**src/rtl/display_timing_signed.sv**
```systemverilog
// display_timing_signed
//   Pixel-clock display timing generator with signed screen coordinates.
//   Coordinates are negative during blanking and reach (0,0) on the first
//   active pixel. All flags are registered from the next counter state, so
//   they describe the sx/sy present in the same cycle. A PIPE_DLY-stage
//   delay line re-times hsync/vsync/de for downstream pipeline latency.
//
// Ports
//   video_clk_pix  in   pixel clock
//   video_rst_n    in   asynchronous active-low reset
//   sx, sy         out  signed horizontal / vertical position (CORDW)
//   hsync, vsync   out  syncs at H_POL / V_POL polarity
//   de             out  data enable (sx >= 0 and sy >= 0)
//   frame_start    out  one-cycle strobe at (H_STA, V_STA)
//   line_start     out  one-cycle strobe at sx == H_STA
//   hsync_dly, vsync_dly, de_dly  out  delayed by PIPE_DLY cycles
//   frame_cnt      out  completed-frame counter (FRAMEW, wraps)
module display_timing_signed #(
  parameter int CORDW    = 16,
  parameter int H_RES    = 640,
  parameter int H_FP     = 16,
  parameter int H_SYNC   = 96,
  parameter int H_BP     = 48,
  parameter int V_RES    = 480,
  parameter int V_FP     = 10,
  parameter int V_SYNC   = 2,
  parameter int V_BP     = 33,
  parameter bit H_POL    = 1'b0,
  parameter bit V_POL    = 1'b0,
  parameter int PIPE_DLY = 1,
  parameter int FRAMEW   = 16
) (
  input  logic                    video_clk_pix,
  input  logic                    video_rst_n,
  output logic signed [CORDW-1:0] sx,
  output logic signed [CORDW-1:0] sy,
  output logic                    hsync,
  output logic                    vsync,
  output logic                    de,
  output logic                    frame_start,
  output logic                    line_start,
  output logic                    hsync_dly,
  output logic                    vsync_dly,
  output logic                    de_dly,
  output logic [FRAMEW-1:0]       frame_cnt
);

  localparam logic signed [CORDW-1:0] H_STA  = CORDW'(-(H_FP + H_SYNC + H_BP));
  localparam logic signed [CORDW-1:0] HS_STA = CORDW'(-(H_SYNC + H_BP));
  localparam logic signed [CORDW-1:0] HS_END = CORDW'(-H_BP - 1);
  localparam logic signed [CORDW-1:0] HA_END = CORDW'(H_RES - 1);
  localparam logic signed [CORDW-1:0] V_STA  = CORDW'(-(V_FP + V_SYNC + V_BP));
  localparam logic signed [CORDW-1:0] VS_STA = CORDW'(-(V_SYNC + V_BP));
  localparam logic signed [CORDW-1:0] VS_END = CORDW'(-V_BP - 1);
  localparam logic signed [CORDW-1:0] VA_END = CORDW'(V_RES - 1);
  localparam logic signed [CORDW-1:0] ONE    = CORDW'(1);

  logic signed [CORDW-1:0] sx_q, sx_d, sy_q, sy_d;
  logic                    hs_q, hs_d, vs_q, vs_d, de_q, de_d;
  logic                    ls_q, ls_d, fs_q, fs_d;
  logic [FRAMEW-1:0]       fcnt_q, fcnt_d;

  always_comb begin
    sx_d = sx_q + ONE;
    sy_d = sy_q;
    if (sx_q == HA_END) begin
      sx_d = H_STA;
      sy_d = (sy_q == VA_END) ? V_STA : sy_q + ONE;
    end
    // Flags are evaluated on the next state so they line up with sx/sy.
    hs_d   = ((sx_d >= HS_STA) && (sx_d <= HS_END)) ? H_POL : ~H_POL;
    vs_d   = ((sy_d >= VS_STA) && (sy_d <= VS_END)) ? V_POL : ~V_POL;
    de_d   = !sx_d[CORDW-1] && !sy_d[CORDW-1];
    ls_d   = (sx_d == H_STA);
    fs_d   = ls_d && (sy_d == V_STA);
    fcnt_d = fs_d ? fcnt_q + FRAMEW'(1) : fcnt_q;
  end

  always_ff @(posedge video_clk_pix or negedge video_rst_n) begin
    if (!video_rst_n) begin
      sx_q   <= H_STA;
      sy_q   <= V_STA;
      hs_q   <= ~H_POL;
      vs_q   <= ~V_POL;
      de_q   <= 1'b0;
      ls_q   <= 1'b0;
      fs_q   <= 1'b0;
      fcnt_q <= '0;
    end else begin
      sx_q   <= sx_d;
      sy_q   <= sy_d;
      hs_q   <= hs_d;
      vs_q   <= vs_d;
      de_q   <= de_d;
      ls_q   <= ls_d;
      fs_q   <= fs_d;
      fcnt_q <= fcnt_d;
    end
  end

  assign sx          = sx_q;
  assign sy          = sy_q;
  assign hsync       = hs_q;
  assign vsync       = vs_q;
  assign de          = de_q;
  assign line_start  = ls_q;
  assign frame_start = fs_q;
  assign frame_cnt   = fcnt_q;

  generate
    if (PIPE_DLY == 0) begin : g_nodly
      assign hsync_dly = hs_q;
      assign vsync_dly = vs_q;
      assign de_dly    = de_q;
    end else begin : g_dly
      logic [PIPE_DLY-1:0] hs_pipe_q, vs_pipe_q, de_pipe_q;

      always_ff @(posedge video_clk_pix or negedge video_rst_n) begin
        if (!video_rst_n) begin
          hs_pipe_q <= {PIPE_DLY{~H_POL}};
          vs_pipe_q <= {PIPE_DLY{~V_POL}};
          de_pipe_q <= '0;
        end else begin
          hs_pipe_q[0] <= hs_q;
          vs_pipe_q[0] <= vs_q;
          de_pipe_q[0] <= de_q;
          for (int i = 1; i < PIPE_DLY; i++) begin
            hs_pipe_q[i] <= hs_pipe_q[i-1];
            vs_pipe_q[i] <= vs_pipe_q[i-1];
            de_pipe_q[i] <= de_pipe_q[i-1];
          end
        end
      end

      assign hsync_dly = hs_pipe_q[PIPE_DLY-1];
      assign vsync_dly = vs_pipe_q[PIPE_DLY-1];
      assign de_dly    = de_pipe_q[PIPE_DLY-1];
    end
  endgenerate

endmodule

```
**config.mk**
```make
export PLATFORM = sky130hd
export DESIGN_NAME = display_timing_signed
export DESIGN_NICKNAME = d
export VERILOG_FILES = /design/src/rtl/display_timing_signed.sv
export SDC_FILE = /design/constraint.sdc
export NUM_CORES = 1
export LEC_CHECK = 0
export BUFFER_PORTS_ARGS = -buffer_cell sky130_fd_sc_hd__buf_2
export CAP_MARGIN = 5
export CORE_AREA = 2 2 79 81
export DETAILED_ROUTE_END_ITERATION = 8
export DIE_AREA = 0 0 81 83
export HOLD_SLACK_MARGIN = 0.12
export PLACE_DENSITY = 0.82
export SETUP_SLACK_MARGIN = 0.02
export SYNTH_ARGS = -nofsm -noshare
export SYNTH_HDL_FRONTEND = slang
export SYNTH_SLANG_ARGS = --single-unit
```
**constraint.sdc**
```tcl
create_clock -name video_clk_pix -period 4.7 [get_ports video_clk_pix]
set_input_delay 0.47 -clock video_clk_pix [delete_from_list [all_inputs] [get_ports video_clk_pix]]
set_output_delay 0.47 -clock video_clk_pix [all_outputs]
set_load 0.005 [all_outputs]
```
==> results.md, run 1 <==
* Most frequent CP cell: and4_1
* Initial antenna violation count at 0
* Max_slew headroom at 37.8%
* Crit-path max cell delay at 720 ps
* Unrepaired setup endpoints after global routing: false
* Die Wd at 81 µm
* Effective utilization at floorplan at 60.4%
* Crit path capture: frame_cnt[1]
* Clk Latency, worst-skew pair at 310 ps
* Hold Buf Count CTS at 0
* Syn. warnings at 0
* CTS root buffer: clkbuf_8
* Top FF cell, synth: dfrtp_1
* First DRT Iteration DRCs at 269
* Syn Inst Count at between 300 and 400
* Setup crit end kind: register
* Wire length per cell at 16.9 µm
* Mapped Area at ~0.0035 mm²
* Cell Chain, Critical Path: ha_1, and4_1, and4_1, nor2_2, or4_4, nor4_2, nand2_2, mux2_1
* Via/cell ratio at 6.24
* Reg area at ~0.0014 mm²
* GR Util All Layers at between 20% and 30%
* Req. time, crit path at about 4900 ps
* Stages on worst setup path at 8
* Htree depth at 2
* TNS Setup at 0 ps
* Die area at 0.00672 mm²
* Row Count at 28
* First-pass GRT wire length at 13700 µm
* DRC viols at 0
* Final setup fails at 0
* Detail Route Antenna Nets at 0
* CP Launch Point: sx[0]
* Leakage at 1.64 nW
* Pin count of the biggest net entering global routing at 57
* Hpwl dp at a little under 6000 µm
* Port Buffers at 57
* Antenna cells at 0
* Nets at 411
* TritonCTS clock tree: built
* Fin crit share at 84.4%
* Post-Route Skew at ~5.7 ps
* R2r worst-path depth at 8
* Setup ws final at roughly 730 ps
* Crit path arrival time at approximately 4200 ps
* Core Util, Final at 66.0%
* Critical Setup Path Class: register to register
* Peak VDD IR at roughly 0.00014 V
* CTS Buf Count at 5
* GP Congestion at 0.919
* Post-Place Worst Slack at 782 ps
* Area Growth Syn to Fin at 9.26%
* Async set-or-reset flop fraction in the synthesized netlist at 100%
* Cell family with most CP delay: simple AND/OR/NAND/NOR gates
* FMAX at 252 MHz
* TritonRoute pass-1 iters at 4
* Pwr per Cell Area at 197 mW/mm²
* Core Region at 0.00582 mm²
* Sequential-to-total area share from yosys stat at 40.8%
* Crit path max fanout at 20
* CP Buf/Inv Count at 0
* Startpoint types: register
* Grt total ovfl at 0
* Clock Path Buffers at 2
* Die height at between 80 and 90 µm
* Slew Viols, Final at 0
* Critical-path top delay cell: and4_1
* Reg clk slew, reported paths at 100 ps
* Total number of vias at 2996
* RR Endpoint: frame_cnt[1]
* Vias in the first global route at 2819
* Setup Fix Bufs, Post-CTS at 0
* Number of synthesized flops with an enable pin at 0
* Post-layout minimum cycle time at 3970 ps
* Flop2flop setup slack at 730 ps
* Synth Register Bits at between 50 and 60
* Non-Filler Instances at 480
* Unique masters post-synth at ~70
* Max-cap violations at 0
* Dpl cells at 472
* Fill cell count at 515
* Final WL at 8120 µm
* Final Power at 0.758 mW
* Hold Path Class: input port to asynchronous set/reset pin
* Outcome: finished, final reports clean
* Post-cts resize count at 0
* Synthesized Nets at 367
* Top Ports at 58
* Clk sinks at 56
* Synth Area per Inst at between 9 and 10 µm²
* Share of cells above drive strength 1 at 31.4%
* Fin. Hold Viols at 0
* Worst Tran Pin Value at 910 ps
* Multi-input logic area at approximately 0.0019 mm²
* Reg2reg start: sx[0]
## cell type report
class | count | share of cell area (%)
timing repair buffer | 60 | 8.02
tap | 75 | 2.44
sequential | 56 | 37.4
clock buffer | 6 | 1.89
inverter | 11 | 1.08
clock inverter | 2 | 0.424
multi-input combinational | 270 | 48.8
## where the power goes
group	leakage, nW	internal, mW	total (mW)	switching, mW
logic	0.937	0.000829	0.00967	0.00884
registers	0.665	0.483	0.483	0
clock network	0.0414	0.106	0.266	0.159
## layer usage
| metal | share of wire [%] | GRT usage [%] | wire [µm] | vias up |
|---|---|---|---|---|
| met5 | 0 | 0 | 0 | - |
| met4 | 2.0 | 8.63 | 162 | 0 |
| met3 | 6.2 | 3.80 | 504 | 20 |
| met2 | 49 | 40.4 | 4010 | 132 |
| met1 | 42 | 35.3 | 3450 | 1444 |
| li1 | - | - | - | 1400 |
## how the worst min path moves through the flow
| stage | start | end | slack, ps | depth (start not counted) |
|---|---|---|---|---|
| after global routing | video_rst_n | sy[5] | 330 | 2 |
| after detailed placement | hsync | hsync_dly | 360 | 0 |
| after global placement | hsync | hsync_dly | 350 | 0 |
| final | video_rst_n | sy[5] | 270 | 2 |
| after floorplan | video_rst_n | de | 170 | 0 |
| after CTS | video_rst_n | sy[5] | 300 | 2 |
## kinds of logic after synthesis
kind of cell	count (synthesis)	synth area share, %
AND/OR/NAND/NOR	172	30.7
multiplexers	6	2.17
adder cells (fa/ha/maj)	5	1.78
buffers and inverters	34	5.87
XOR/XNOR	32	7.97
AO/OA/AOI/OAI	55	10.7
flip-flops	56	40.8
## layout by cell type, fill, tap and decap left out, types with 4 or more instances in the layout
cell type	instances
a21oi_1	10
a31oi_1	5
and2_1	6
and3_1	12
and4_1	7
buf_2	57
clkbuf_8	5
dfrtp_1	29
dfstp_2	27
ha_1	5
inv_1	11
nand2_1	23
nand3_1	21
nand4_1	17
nor2_1	28
nor3_1	12
nor3_2	6
o21ai_0	12
o311ai_0	4
o31ai_1	5
or4_4	4
xnor2_1	19
xor2_1	13
## Yosys cell counts (6+ instances only)
| library cell | count | area share (%) |
|---|---|---|
| buf_2 | 7 | 1.0 |
| nand3_1 | 21 | 3.0 |
| nor3_2 | 6 | 1.7 |
| xnor2_1 | 19 | 4.7 |
| nand2_1 | 23 | 2.5 |
| nor2_1 | 28 | 3.0 |
| o21ai_0 | 12 | 1.7 |
| inv_1 | 11 | 1.2 |
| dfrtp_1 | 29 | 21 |
| buf_6 | 6 | 1.9 |
| nand4_1 | 17 | 3.0 |
| dfstp_2 | 27 | 20 |
| and2_1 | 6 | 1.1 |
| and4_1 | 7 | 1.7 |
| a21oi_1 | 10 | 1.4 |
| xor2_1 | 13 | 3.2 |
| nor3_1 | 12 | 1.7 |
| and3_1 | 12 | 2.1 |
## stage by stage
step                      cell area (µm²)  hold WS [ps]
after floorplan                      3510           174
after global placement               3750           354
after detailed placement             3750           358
after CTS                            3840           302
after global routing                 3840           328
final                                3840           269
(Power assumes the default switching activity.)
==> inputs of run 2 (changes only) <==
Settings changed: CORE_AREA 2 2 79 81 to 2 2 82 84, DIE_AREA 0 0 81 83 to 0 0 84 86, PLACE_DENSITY 0.82 to 0.77.
Clock period 4.7 ns to 3.98 ns, I/O delays scaled along.
==> run 2 against run 1 <==
  * Worst hold slack gained 100 ps
  * Non-clock buffer count increased by 7
  * Utilization down 3.9 points
==> results.md, run 2 (synthesis gave the netlist of run 1 again) <==
* Outcome: finished, final reports clean
* Commonest non-fill, non-tap cells in the layout: 57 x buf_2, 29 x dfrtp_1, 28 x nor2_1
* Post-Route Skew at 8.35 ps (+2.69 ps)
* P_sw at 0.209 mW (+24%)
* Sw frac at 23.0% (+0.88 points)
* Pin count of the biggest net entering global routing at 31 (-46%)
* Leakage at 1.69 nW (+2.6%)
* Startpoint types: register
* Flop pwr share at 62.8% (-0.9 points)
* Effective utilization at floorplan at 56.0% (-4.4 points)
* Grt met2 use at 40.8% (+0.38 points)
* Wire length per cell at 17.1 µm (+0.89%)
* Post-layout minimum cycle time at 3660 ps (-306 ps)
* TNS Setup at 0 ps (unchanged)
* Multi-input logic area at 0.00187 mm² (about the same)
* Unrepaired setup endpoints after global routing: false
* Die Wd at 84 µm (+3.7%)
* Row Count at 29 (+3.6%)
* Hpwl dp at 6050 µm (+3.6%)
* Global routing's busiest layer: met2
* Die height at 86 µm (+3.6%)
* Antenna cells at 0 (unchanged)
* Cell Chain, Critical Path: ha_1, nand3_1, nor4_4, buf_4, nor2_1, mux2i_4, nand2_2, or4_1, nor3_2, xor2_1
* Fin. Hold Viols at 0 (unchanged)
* Nets at 418 (+1.7%)
* Crit path max fanout at 9 (-55%)
* M1 GR Usage at 31.6% (-3.7 points)
* Peak VDD IR at 0.000182 V (+27%)
* Reg clk slew, reported paths at 100 ps (about the same)
* Top Ports at 58 (unchanged)
* GP Congestion at 0.904 (-1.6%)
* Setup crit end kind: register
* Reg2reg start: sy[0]
* Total number of vias at 3036 (+1.3%)
* Core Util, Final at 62.1% (-3.9 points)
* Clock share of power at 35.8% (+0.8 points)
* Htree depth at 2 (unchanged)
* TritonCTS clock tree: built
* Max-cap violations at 0 (unchanged)
* Most common cell after layout, fill and taps aside: buf_2
* Reg area at 0.00144 mm² (unchanged)
* Internal power at 0.699 mW (+18%)
* Share of cells above drive strength 1 at 32.8% (+1.4 points)
* Hold Path Class: register to register
* Worst Tran Pin Value at 592 ps (-317 ps)
* Fill cell count at 556 (+8.0%)
* TritonRoute pass-1 iters at 5 (+1)
* Crit-path max cell delay at 740 ps (+20 ps)
* First DRT Iteration DRCs at 203 (-25%)
* Req. time, crit path at 4220 ps (-680 ps)
* RR Endpoint: frame_cnt[13]
* Max_slew headroom at 60.0% (+22 points)
* Crit path arrival time at 3910 ps (-260 ps)
* Initial antenna violation count at 0 (unchanged)
* Port Buffers at 57 (unchanged)
* GR Util All Layers at 24.1% (-1.3 points)
* Hold EP: vsync_dly
* R2r worst-path depth at 10 (+2)
* FMAX at 273 MHz (+8.3%)
* Via/cell ratio at 6.21 (-0.53%)
* Slew Viols, Final at 0 (unchanged)
* Core Region at 0.00628 mm² (+7.9%)
* Critical-path top delay cell: or4_1
* Critical Setup Path Class: register to register
* Combinational power share at 1.4% (about the same)
* Final WL at 8350 µm (+2.8%)
* Detail Route Antenna Nets at 0 (unchanged)
* Fin crit share at 92.0% (+7.6 points)
* CP Launch Point: sy[0]
* Pwr per Cell Area at 233 mW/mm² (+18%)
* CTS Buf Count at 5 (unchanged)
* Flop2flop setup slack at 320 ps (-410 ps)
* Grt met3 use at 4.52% (+0.72 points)
* Clock Path Buffers at 2 (unchanged)
* CTS root buffer: clkbuf_8
* Die area at 0.00722 mm² (+7.5%)
* Area Growth Syn to Fin at 11.0%
* Final setup fails at 0 (unchanged)
* Clk sinks at 56 (unchanged)
* Hold_sp: vsync
* Area after DPL at 0.00380 mm² (+1.3%)
* Clk Latency, worst-skew pair at 320 ps (about the same)
* Final instance area at 0.00390 mm² (+1.6%)
* Grt total ovfl at 0 (unchanged)
* DRC viols at 0 (unchanged)
* First-pass GRT wire length at 14200 µm (+3.6%)
* Vias in the first global route at 2952 (+4.7%)
* Worst Hold Depth at 0
[run 2: area by class of cell]
cell class                 count  area share, %
inverter                      11           1.06
multi-input combinational    270           48.0
tap                           77           2.47
sequential                    56           36.8
timing repair buffer          67           9.30
clock inverter                 3          0.577
clock buffer                   5           1.76
[run 2: how the worst max path moves through the flow]
| stage | end | slack, ps |
|---|---|---|
| floorplan | frame_cnt[1] | 850 |
| global placement | frame_cnt[15] | 350 |
| detailed placement | frame_cnt[13] | 180 |
| CTS | frame_cnt[9] | 140 |
| global route | frame_cnt[14] | 60 |
| finish | frame_cnt[13] | 320 |
[run 2: power by group through the flow]
stage,registers [mW],clock network [mW],logic (mW)
after global routing,0.570,0.357,0.0148
after detailed placement,0.580,0,0.0124
after global placement,0.580,0,0.0123
final,0.570,0.325,0.0124
after CTS,0.570,0.335,0.0131
after floorplan,0.580,0,0.000000737
[run 2: per-layer routing]
layer	share of wire [%]	wire length, µm
met5	0	0
met1	43	3580
met3	6.6	552
met2	49	4080
met4	1.7	141
[run 2: worst max-delay path, delay by kind of cell (launching register included)]
| kind | cells | cell delay [ps] |
|---|---|---|
| muxes | 1 | 180 |
| and+or+nand+nor | 6 | 2040 |
| buffers and inverters | 1 | 230 |
| xor gates and xnor gates | 1 | 170 |
| adders and majority gates | 1 | 340 |
| DFF | 1 | 630 |
[run 2: repair_timing]
action | CTS | global route
setup buffers | 0 | 0
hold endpoints to repair | 14 | 0
gates resized for setup | 0 | 1
endpoints found under the setup margin | 0 | 7
hold buffers | 1 | 0
[run 2: metrics by stage]
stage	power (mW)	hold slack, ps	worst slack (ps)	std cells
3_3_place_gp	0.592	354	348	480
3_5_place_dp	0.592	356	184	480
5_1_grt	0.943	382	59.8	489
4_1_cts	0.918	372	141	489
2_1_floorplan	0.580	102	850	360
6_report	0.908	370	320	489
